===== config.mk =====
export PLATFORM = sky130hd
export DESIGN_NAME = fetch_unit
export DESIGN_NICKNAME = d
export VERILOG_FILES = /design/src/rtl/fetch_unit_pkg.sv /design/src/rtl/fetch_unit_sync_fifo.sv /design/src/rtl/fetch_unit.sv
export SDC_FILE = /design/constraint.sdc
export NUM_CORES = 1
export LEC_CHECK = 0
export CORE_MARGIN = 1
export CORE_UTILIZATION = 35
export DETAILED_ROUTE_END_ITERATION = 10
export SYNTH_ARGS = -nofsm -noshare
export SYNTH_HDL_FRONTEND = slang
export SYNTH_SLANG_ARGS = --single-unit

===== constraint.sdc =====
create_clock -name clk -period 6.9 [get_ports clk]
set_input_delay 1.38 -clock clk [delete_from_list [all_inputs] [get_ports clk]]
set_output_delay 1.38 -clock clk [all_outputs]
set_load 0.1 [all_outputs]

===== src/rtl/fetch_unit_pkg.sv =====
// Shared fetch-stage types: word and instruction aliases plus the buffered fetch entry.
// Decode reuses fetch_entry_t, so keep the field order stable.
package fetch_unit_pkg;

    typedef logic [31:0] word;
    typedef logic [31:0] instr_t;

    localparam word DEFAULT_RESET_PC = 32'h0000_0000;

    typedef struct packed {
        word    pc;
        instr_t inst;
    } fetch_entry_t;

    localparam int FETCH_ENTRY_W = $bits(fetch_entry_t);

    function automatic word align_word(input word addr);
        return {addr[31:2], 2'b00};
    endfunction

endpackage


===== src/rtl/fetch_unit_sync_fifo.sv =====
// Generic synchronous FIFO with flush; head is a registered storage entry, valid one cycle after push.
// Push while full is accepted only together with a pop; flush empties it in one cycle.
module sync_fifo #(
    parameter int WIDTH = 32,
    parameter int DEPTH = 2,
    localparam int AW = (DEPTH > 1) ? $clog2(DEPTH) : 1,
    localparam int CW = $clog2(DEPTH) + 1
) (
    input  logic             clk,
    input  logic             rst,
    input  logic             flush,
    input  logic             push,
    input  logic [WIDTH-1:0] push_data,
    input  logic             pop,
    output logic [WIDTH-1:0] head,
    output logic             full,
    output logic             empty,
    output logic [CW-1:0]    count
);

    logic [WIDTH-1:0] mem [DEPTH];
    logic [AW-1:0]    wr_ptr;
    logic [AW-1:0]    rd_ptr;
    logic             do_push;
    logic             do_pop;

    assign empty   = (count == '0);
    assign full    = (count == CW'(DEPTH));
    assign do_pop  = pop && !empty;
    assign do_push = push && (!full || do_pop);
    assign head    = mem[rd_ptr];

    // Pointers wrap naturally because DEPTH is a power of two.
    always_ff @(posedge clk) begin
        if (rst) begin
            wr_ptr <= '0;
            rd_ptr <= '0;
            count  <= '0;
            for (int i = 0; i < DEPTH; i++) begin
                mem[i] <= '0;
            end
        end else if (flush) begin
            wr_ptr <= '0;
            rd_ptr <= '0;
            count  <= '0;
        end else begin
            if (do_push) begin
                mem[wr_ptr] <= push_data;
                wr_ptr      <= wr_ptr + 1'b1;
            end
            if (do_pop) begin
                rd_ptr <= rd_ptr + 1'b1;
            end
            count <= count + CW'(do_push) - CW'(do_pop);
        end
    end

    overflow_chk: assert property (@(posedge clk) disable iff (rst)
        !(push && !flush && full && !pop));

    count_range_chk: assert property (@(posedge clk) disable iff (rst)
        count <= CW'(DEPTH));

endmodule


===== src/rtl/fetch_unit.sv =====
// Fetch stage: issues in-order word requests, buffers {pc, inst} for decode; decode sees a response one cycle later.
// Requests are credit-limited by buffer space, so memory responses never need backpressure.
module fetch_unit
    import fetch_unit_pkg::*;
#(
    parameter word RESET_PC   = DEFAULT_RESET_PC,
    parameter int  FIFO_DEPTH = 2
) (
    input  logic        clk,
    input  logic        rst,
    input  logic        redirect_valid,
    input  logic [31:0] redirect_pc,
    output logic        imem_req_valid,
    input  logic        imem_req_ready,
    output logic [31:0] imem_req_addr,
    input  logic        imem_resp_valid,
    input  logic [31:0] imem_resp_data,
    output logic        dec_valid,
    input  logic        dec_ready,
    output logic [31:0] dec_inst,
    output logic [31:0] dec_pc
);

    localparam int CW = $clog2(FIFO_DEPTH) + 1;

    logic         fetch_en;
    word          fetch_pc;
    logic [CW-1:0] outstanding;
    logic [CW-1:0] drop;
    logic [CW-1:0] fifo_count;
    logic [CW-1:0] pcq_count;
    logic [CW:0]   credit_used;
    logic          req_fire;
    logic          resp_keep;
    logic          dec_fire;
    word           pcq_head;
    logic          pcq_full;
    logic          pcq_empty;
    logic          fifo_full;
    logic          fifo_empty;
    fetch_entry_t  ent_in;
    fetch_entry_t  ent_head;

    // fetch_en holds requests off for the first cycle after reset.
    assign credit_used    = {1'b0, outstanding} + {1'b0, fifo_count};
    assign imem_req_valid = fetch_en && !redirect_valid && (credit_used < (CW+1)'(FIFO_DEPTH));
    assign imem_req_addr  = fetch_pc;
    assign req_fire       = imem_req_valid && imem_req_ready;
    assign resp_keep      = imem_resp_valid && (drop == '0);

    assign dec_valid = !fifo_empty;
    assign dec_fire  = dec_valid && dec_ready;
    assign dec_pc    = ent_head.pc;
    assign dec_inst  = ent_head.inst;

    assign ent_in = '{pc: pcq_head, inst: imem_resp_data};

    // The PC queue is never flushed: dropped responses still pop their entry.
    sync_fifo #(
        .WIDTH (32),
        .DEPTH (FIFO_DEPTH)
    ) u_pc_queue (
        .clk       (clk),
        .rst       (rst),
        .flush     (1'b0),
        .push      (req_fire),
        .push_data (fetch_pc),
        .pop       (imem_resp_valid),
        .head      (pcq_head),
        .full      (pcq_full),
        .empty     (pcq_empty),
        .count     (pcq_count)
    );

    sync_fifo #(
        .WIDTH (FETCH_ENTRY_W),
        .DEPTH (FIFO_DEPTH)
    ) u_inst_fifo (
        .clk       (clk),
        .rst       (rst),
        .flush     (redirect_valid),
        .push      (resp_keep && !redirect_valid),
        .push_data (ent_in),
        .pop       (dec_fire),
        .head      (ent_head),
        .full      (fifo_full),
        .empty     (fifo_empty),
        .count     (fifo_count)
    );

    always_ff @(posedge clk) begin
        if (rst) begin
            fetch_en    <= 1'b0;
            fetch_pc    <= align_word(RESET_PC);
            outstanding <= '0;
            drop        <= '0;
        end else begin
            fetch_en    <= 1'b1;
            outstanding <= outstanding + CW'(req_fire) - CW'(imem_resp_valid);
            if (redirect_valid) begin
                // Everything still in flight after this cycle belongs to the old path.
                fetch_pc <= align_word(redirect_pc);
                drop     <= outstanding - CW'(imem_resp_valid);
            end else begin
                if (req_fire) begin
                    fetch_pc <= fetch_pc + 32'd4;
                end
                if (imem_resp_valid && (drop != '0)) begin
                    drop <= drop - 1'b1;
                end
            end
        end
    end

    resp_without_req_chk: assert property (@(posedge clk) disable iff (rst)
        !(imem_resp_valid && (outstanding == '0)));

    outstanding_range_chk: assert property (@(posedge clk) disable iff (rst)
        (outstanding <= CW'(FIFO_DEPTH)) && (drop <= outstanding) && (fifo_count <= CW'(FIFO_DEPTH)));

    pcq_tracks_outstanding_chk: assert property (@(posedge clk) disable iff (rst)
        (pcq_count == outstanding) && (pcq_empty == (outstanding == '0)) && !(req_fire && pcq_full));

    no_req_when_full_chk: assert property (@(posedge clk) disable iff (rst)
        !(fifo_full && imem_req_valid));

    req_stable_chk: assert property (@(posedge clk) disable iff (rst)
        (imem_req_valid && !imem_req_ready) |=>
            (redirect_valid || (imem_req_valid && (imem_req_addr == $past(imem_req_addr)))));

endmodule


==> results of run 1 <==
[registers in the layout (all words and copies together) (netlist names), named ones only]
name                flops
u_inst_fifo.wr_ptr      1
u_pc_queue.rd_ptr       1
drop                    2
imem_req_addr          30
u_inst_fifo.count       2
u_pc_queue.wr_ptr       1
outstanding             2
u_pc_queue.mem         60
u_inst_fifo.rd_ptr      1
fetch_en                1
u_pc_queue.count        2
u_inst_fifo.mem       124
[layer usage]
metal / track usage (%) / vias up / routed length (µm)
met5: 0 / - / 0
met4: 4.28 / 0 / 412
met3: 2.73 / 36 / 1010
met2: 26.0 / 162 / 10800
met1: 20.8 / 3162 / 10900
li1: - / 3154 / -
[power breakdown]
part / switching [µW] / total, µW / internal, µW / leakage [µW]
Sequential: 50.7 / 1630 / 1580 / 0.00229
Clock: 537 / 1320 / 787 / 0.000412
Combinational: 521 / 746 / 225 / 0.00202
[critical path: stages, from the launching register on]
cell             delay, ns
dfxtp_2               1.06
buf_4                 0.48
mux2_2                0.23
clkdlybuf4s50_1       1.18
[cell families (layout without fill, tap and decap cells)]
| group | after synthesis | count (layout) | synth area share, % |
|---|---|---|---|
| AOI/OAI and AO/OA | 57 | 57 | 3.55 |
| xor gates and xnor gates | 32 | 32 | 2.74 |
| adders and majority gates | 10 | 10 | 1.30 |
| buffers and inverters | 64 | 236 | 2.69 |
| DFF | 229 | 229 | 62.9 |
| muxes | 95 | 95 | 10.1 |
| other | 1 | 4 | 0.0367 |
| and+or+nand+nor | 312 | 312 | 16.7 |
[area by class of cell]
| type | count | area (µm²) | share of cell area [%] |
|---|---|---|---|
| flip-flops and latches | 229 | 6430 | 49.2 |
| multi-input cells | 510 | 3560 | 27.3 |
| repair buffers | 174 | 1710 | 13.1 |
| clock buffers | 37 | 746 | 5.71 |
| well taps | 384 | 480 | 3.68 |
| clock inverters | 11 | 80.1 | 0.613 |
| inverters | 14 | 52.6 | 0.402 |
[worst max-delay path by stage]
stage / endpoint / slack, ns / depth (start not counted)
floorplan: u_inst_fifo.mem[0][0] / 0.03 / 3
global placement: imem_req_valid / 2.17 / 3
detailed placement: imem_req_valid / 2.17 / 3
CTS: dec_pc[17] / 1.91 / 3
global route: dec_pc[13] / 1.82 / 3
finish: dec_pc[17] / 2.02 / 3
[through the flow]
step | power, µW | setup slack [ns] | utilization (%) | hold WS [ns] | cells
5_1_grt | 3840 | 1.82 | 45.5 | 0.538 | 1359
2_1_floorplan | 2220 | 0.0250 | - | 0.481 | 803
3_3_place_gp | 2410 | 2.17 | 42.6 | 0.498 | 1311
3_5_place_dp | 2410 | 2.17 | 42.6 | 0.508 | 1311
6_report | 3700 | 2.02 | 45.5 | 0.512 | 1359
4_1_cts | 3740 | 1.91 | 45.5 | 0.522 | 1359
[Yosys cell counts, types with 4 or more instances]
library cell	n	area [µm²]
nand2_1	22	82.6
and3_1	17	106
and2_1	130	813
nor3_1	10	50.1
a211oi_1	5	37.5
clkbuf_1	39	146
a21oi_1	18	90.1
xor2_1	18	158
nand3_1	17	85.1
nand4_1	12	75.1
mux2_2	62	698
inv_1	11	41.3
mux2i_1	33	330
buf_4	4	30.0
ha_1	9	113
o22ai_1	13	81.3
dfxtp_1	45	901
edfxtp_1	184	5530
nor2_1	82	308
a31oi_1	5	31.3
xnor2_1	14	123
==> results by group, run 1 <==
Outcome
  – Status: completed

STA
  – Fin Clk Skew: 0.00972 ns
  – Max-Slew Margin vs Limit: 15.1%
  – Final worst path period need: 4.88 ns
  – Final Hold Viols: 0
  – Final Setup Violations: 0
  – Slew Limit Fails: 0
  – Worst-Margin Slew: 1.26 ns
  – Final period utilization: 70.7%
  – Total negative slack: 0 ns
  – F_max: 205 MHz
  – RSZ-0062 raised after global routing: no

Logic synthesis
  – Yosys warns: 0
  – Synthesized area: 10200 µm²
  – Mean Syn Cell Area: 12.8 µm²
  – Sequential area share after synthesis: 62.9%
  – Mapped Cells: 800
  – Synth async-reset ratio: 0%
  – FF+latch count, synth: 229
  – Post-synth EDFFs: 184
  – Synth cell types: 50
  – Primary FF master, synth: edfxtp_1

Layout
  – Fill cells: 2631
  – Commonest non-fill, non-tap cell in the layout: edfxtp_1
  – Layout cells sized above 1: 13.3%
  – # nets final: 1035
  – Cell area after layout: 13100 µm²
  – Most frequent cells in the layout: edfxtp_1, clkdlybuf4s50_1, and2_1
  – Synth-to-layout area growth: 27.8%
  – Diode count: 0

Setup path
  – R2R cell count: 8
  – Reg2Reg Setup Slack: 3.22 ns
  – Startpoint Class: flip-flop
  – Worst Path Required: 5.52 ns
  – Crit path DAT: 3.50 ns
  – Worst r2r dst: u_pc_queue.mem[0][2]
  – Reg2reg start: u_inst_fifo.count[0]
  – Crit path kind: flip-flop to output pin
  – CP Max Fanout: 39
  – Endpoint class of the critical path: output pin

Min path
  – Hold Path Class: flip-flop to flip-flop
  – Worst Hold Launch: u_pc_queue.rd_ptr
  – Worst hold stages: 2

Clocking
  – Resized cells post-CTS: 0
  – Reg clk slew, reported paths: 0.06 ns
  – Depth of the CTS H-tree: 1
  – Hold buffers post-CTS: 0
  – Clk root buf: clkbuf_16
  – CTS tree: yes
  – Post-CTS Repair Setup Buffers: 0
  – Num CTS Buffers: 26
  – Clk sinks: 229
  – Clk Latency, worst-skew pair: 0.52 ns
  – Number of buffers on the longest clock path: 3

Floorplanning
  – Core Area: 28700 µm²
  – I/O Pins: 168
  – Die area: 29900 µm²
  – Chip Width: 173 µm
  – Initial core utilization: 35.6%
  – Site row count: 62
  – Chip height: 173 µm

Pwr
  – Pwr Density: 284 nW/µm²
  – Static Leakage: 0.00472 µW
  – Max rail drop VDD: 0.177 mV

Place
  – PortBufs: 161
  – Area post-placement: 12200 µm²
  – DP HPWL: 14300 µm
  – GP Congestion: 0.738

Flow run
  – Maxcap violations: 0

Global routing
  – Initial antenna violation count: 0
  – Vias in the first global route: 6623
  – Total Routing Usage GR: 15.6%
  – First-pass GRT wire length: 36800 µm
  – Gr ovfl total: 0
  – Pin count of the biggest net entering global routing: 63

Drt
  – Detail Route Antenna Nets: 0
  – WL/cell: 17.1 µm
  – Vias per inst: 4.79
  – Residual DRC: 0
  – Routed vias: 6514
  – Starting DRT DRC Count: 291
  – First-pass DRT Iterations: 4
  – Drt total wl: 23200 µm
Note: power is estimated with default switching activity, not from simulation.
==> run 2, diff against run 1 <==
clock period = 4.85 ns   (was 6.9 ns; I/O delays follow)
==> results by group, run 2 (synthesized netlist as in run 1, its figures left out) <==
Setup path
  – Crit path DAT: 2.73 ns
  – Endpoint class of the critical path: output pin
  – Crit path largest cell delay: 1.18 ns
  – Crit path cell chain: buf_12, mux2_2, clkdlybuf4s50_1
  – Slowest stage cell, crit path: clkdlybuf4s50_1
  – Crit path kind: flip-flop to output pin
  – Worst Path Required: 3.88 ns
  – Startpoint Class: flip-flop
  – CP Max Fanout: 57

Clocking
  – CTS tree: yes
  – Num CTS Buffers: 26
  – Clk root buf: clkbuf_16
  – Resized cells post-CTS: 0
  – Depth of the CTS H-tree: 1
  – Hold buffers post-CTS: 0
  – Post-CTS Repair Setup Buffers: 0
  – Number of buffers on the longest clock path: 3
  – Clk Latency, worst-skew pair: 0.52 ns
  – Reg clk slew, reported paths: 0.06 ns
  – Clk sinks: 229

Drt
  – WL/cell: 16.7 µm
  – Drt total wl: 22700 µm
  – Residual DRC: 0
  – Starting DRT DRC Count: 354
  – First-pass DRT Iterations: 5
  – Routed vias: 6489
  – Detail Route Antenna Nets: 0
  – Vias per inst: 4.76

Pwr
  – Total power: 5300 µW
  – Pwr Density: 404 nW/µm²
  – Static Leakage: 0.00476 µW
  – Clk pwr share: 36.1%
  – Cell Int Power: 3740 µW
  – Sw Share: 29.5%
  – P_sw: 1560 µW
  – Max rail drop VDD: 0.249 mV
  – Register share of total power: 44.0%
  – Comb pwr share: 19.8%

Layout
  – Footprint of the multi-input gates: 3550 µm²
  – Most frequent cells in the layout: edfxtp_1, clkdlybuf4s50_1, and2_1
  – Fill cells: 2580
  – Commonest non-fill, non-tap cell in the layout: edfxtp_1
  – Cell area after layout: 13100 µm²
  – Synth-to-layout area growth: 28.5%
  – Diode count: 0
  – Max reg flops: 124
  – Seq. cell area: 6430 µm²
  – Layout cells sized above 1: 13.7%
  – # nets final: 1038
  – Largest register by flop count: u_inst_fifo.mem

Floorplanning
  – Die area: 29900 µm²
  – Core Area: 28700 µm²
  – I/O Pins: 168
  – Site row count: 62
  – Initial core utilization: 35.6%
  – Chip height: 173 µm
  – Chip Width: 173 µm

STA
  – F_max: 270 MHz
  – Final hold slack: 0.519 ns
  – Final worst path period need: 3.70 ns
  – Max-Slew Margin vs Limit: 24.3%
  – Worst-Margin Slew: 1.12 ns
  – Setup ws final: 1.15 ns
  – Final Setup Violations: 0
  – Final Hold Viols: 0
  – Final period utilization: 76.3%
  – Fin Clk Skew: 0.0102 ns
  – RSZ-0062 raised after global routing: no
  – Slew Limit Fails: 0
  – Total negative slack: 0 ns

Place
  – Area post-placement: 12300 µm²
  – Place WS: 0.870 ns
  – DP HPWL: 14400 µm
  – PortBufs: 161
  – GP Congestion: 0.750

Global routing
  – Vias in the first global route: 6559
  – First-pass GRT wire length: 35600 µm
  – Gr ovfl total: 0
  – Initial antenna violation count: 0
  – Total Routing Usage GR: 15.1%
  – Pin count of the biggest net entering global routing: 63

Outcome
  – Status: completed

Min path
  – Hold Path Class: flip-flop to flip-flop

Flow run
  – Maxcap violations: 0
-- run 2: cell types whose count changed in the layout (fill, tap and decap cells not counted), moves of 2 or more --
cell             change
clkdlybuf4s50_1      -4
clkinv_1             +2
buf_4                +3
clkbuf_2             -2
buf_12               +4
-- run 2: routing by layer --
layer	global-route usage, %	wire, µm
met4	4.31	399
met2	25.1	10700
met5	0	0
met3	2.66	1150
met1	20.2	10500
-- run 2: power groups by stage --
stage                     registers, µW  logic, µW  clock network, µW
after floorplan                    2450        698                  0
after global placement             2370       1050                  0
after detailed placement           2380       1060                  0
after CTS                          2340       1060               1960
after global routing               2350       1110               2040
final                              2340       1050               1920
-- run 2: final timing paths --
path                          end                 start  slack, ns  cells after the start
max                    dec_pc[16]             flip-flop       1.15                      3
min reg2reg             flip-flop     u_pc_queue.rd_ptr       0.52                      2
min                     flip-flop     u_pc_queue.rd_ptr       0.52                      2
max reg2reg  u_pc_queue.mem[0][5]  u_inst_fifo.count[0]       1.65                      9
-- run 2: final cells by class --
type                            count  area share, %
Clock buffer                       36           5.63
Clock inverter                     12          0.819
Inverter                           14          0.400
Multi-Input combinational cell    510           27.1
Sequential cell                   229           48.9
Tap cell                          384           3.66
Timing Repair Buffer              177           13.5
-- run 2: stage by stage --
step | util [%] | cells
after CTS | 45.8 | 1362
final | 45.8 | 1362
after floorplan | - | 803
after global placement | 42.8 | 1314
after detailed placement | 42.8 | 1314
after global routing | 45.8 | 1362
-- run 2: critical path: cells and delay by family, from the launching register on --
family	cells	cell delay (ns)
multiplexers	1	0.23
buffers and inverters	2	1.52
flip-flops	1	0.43
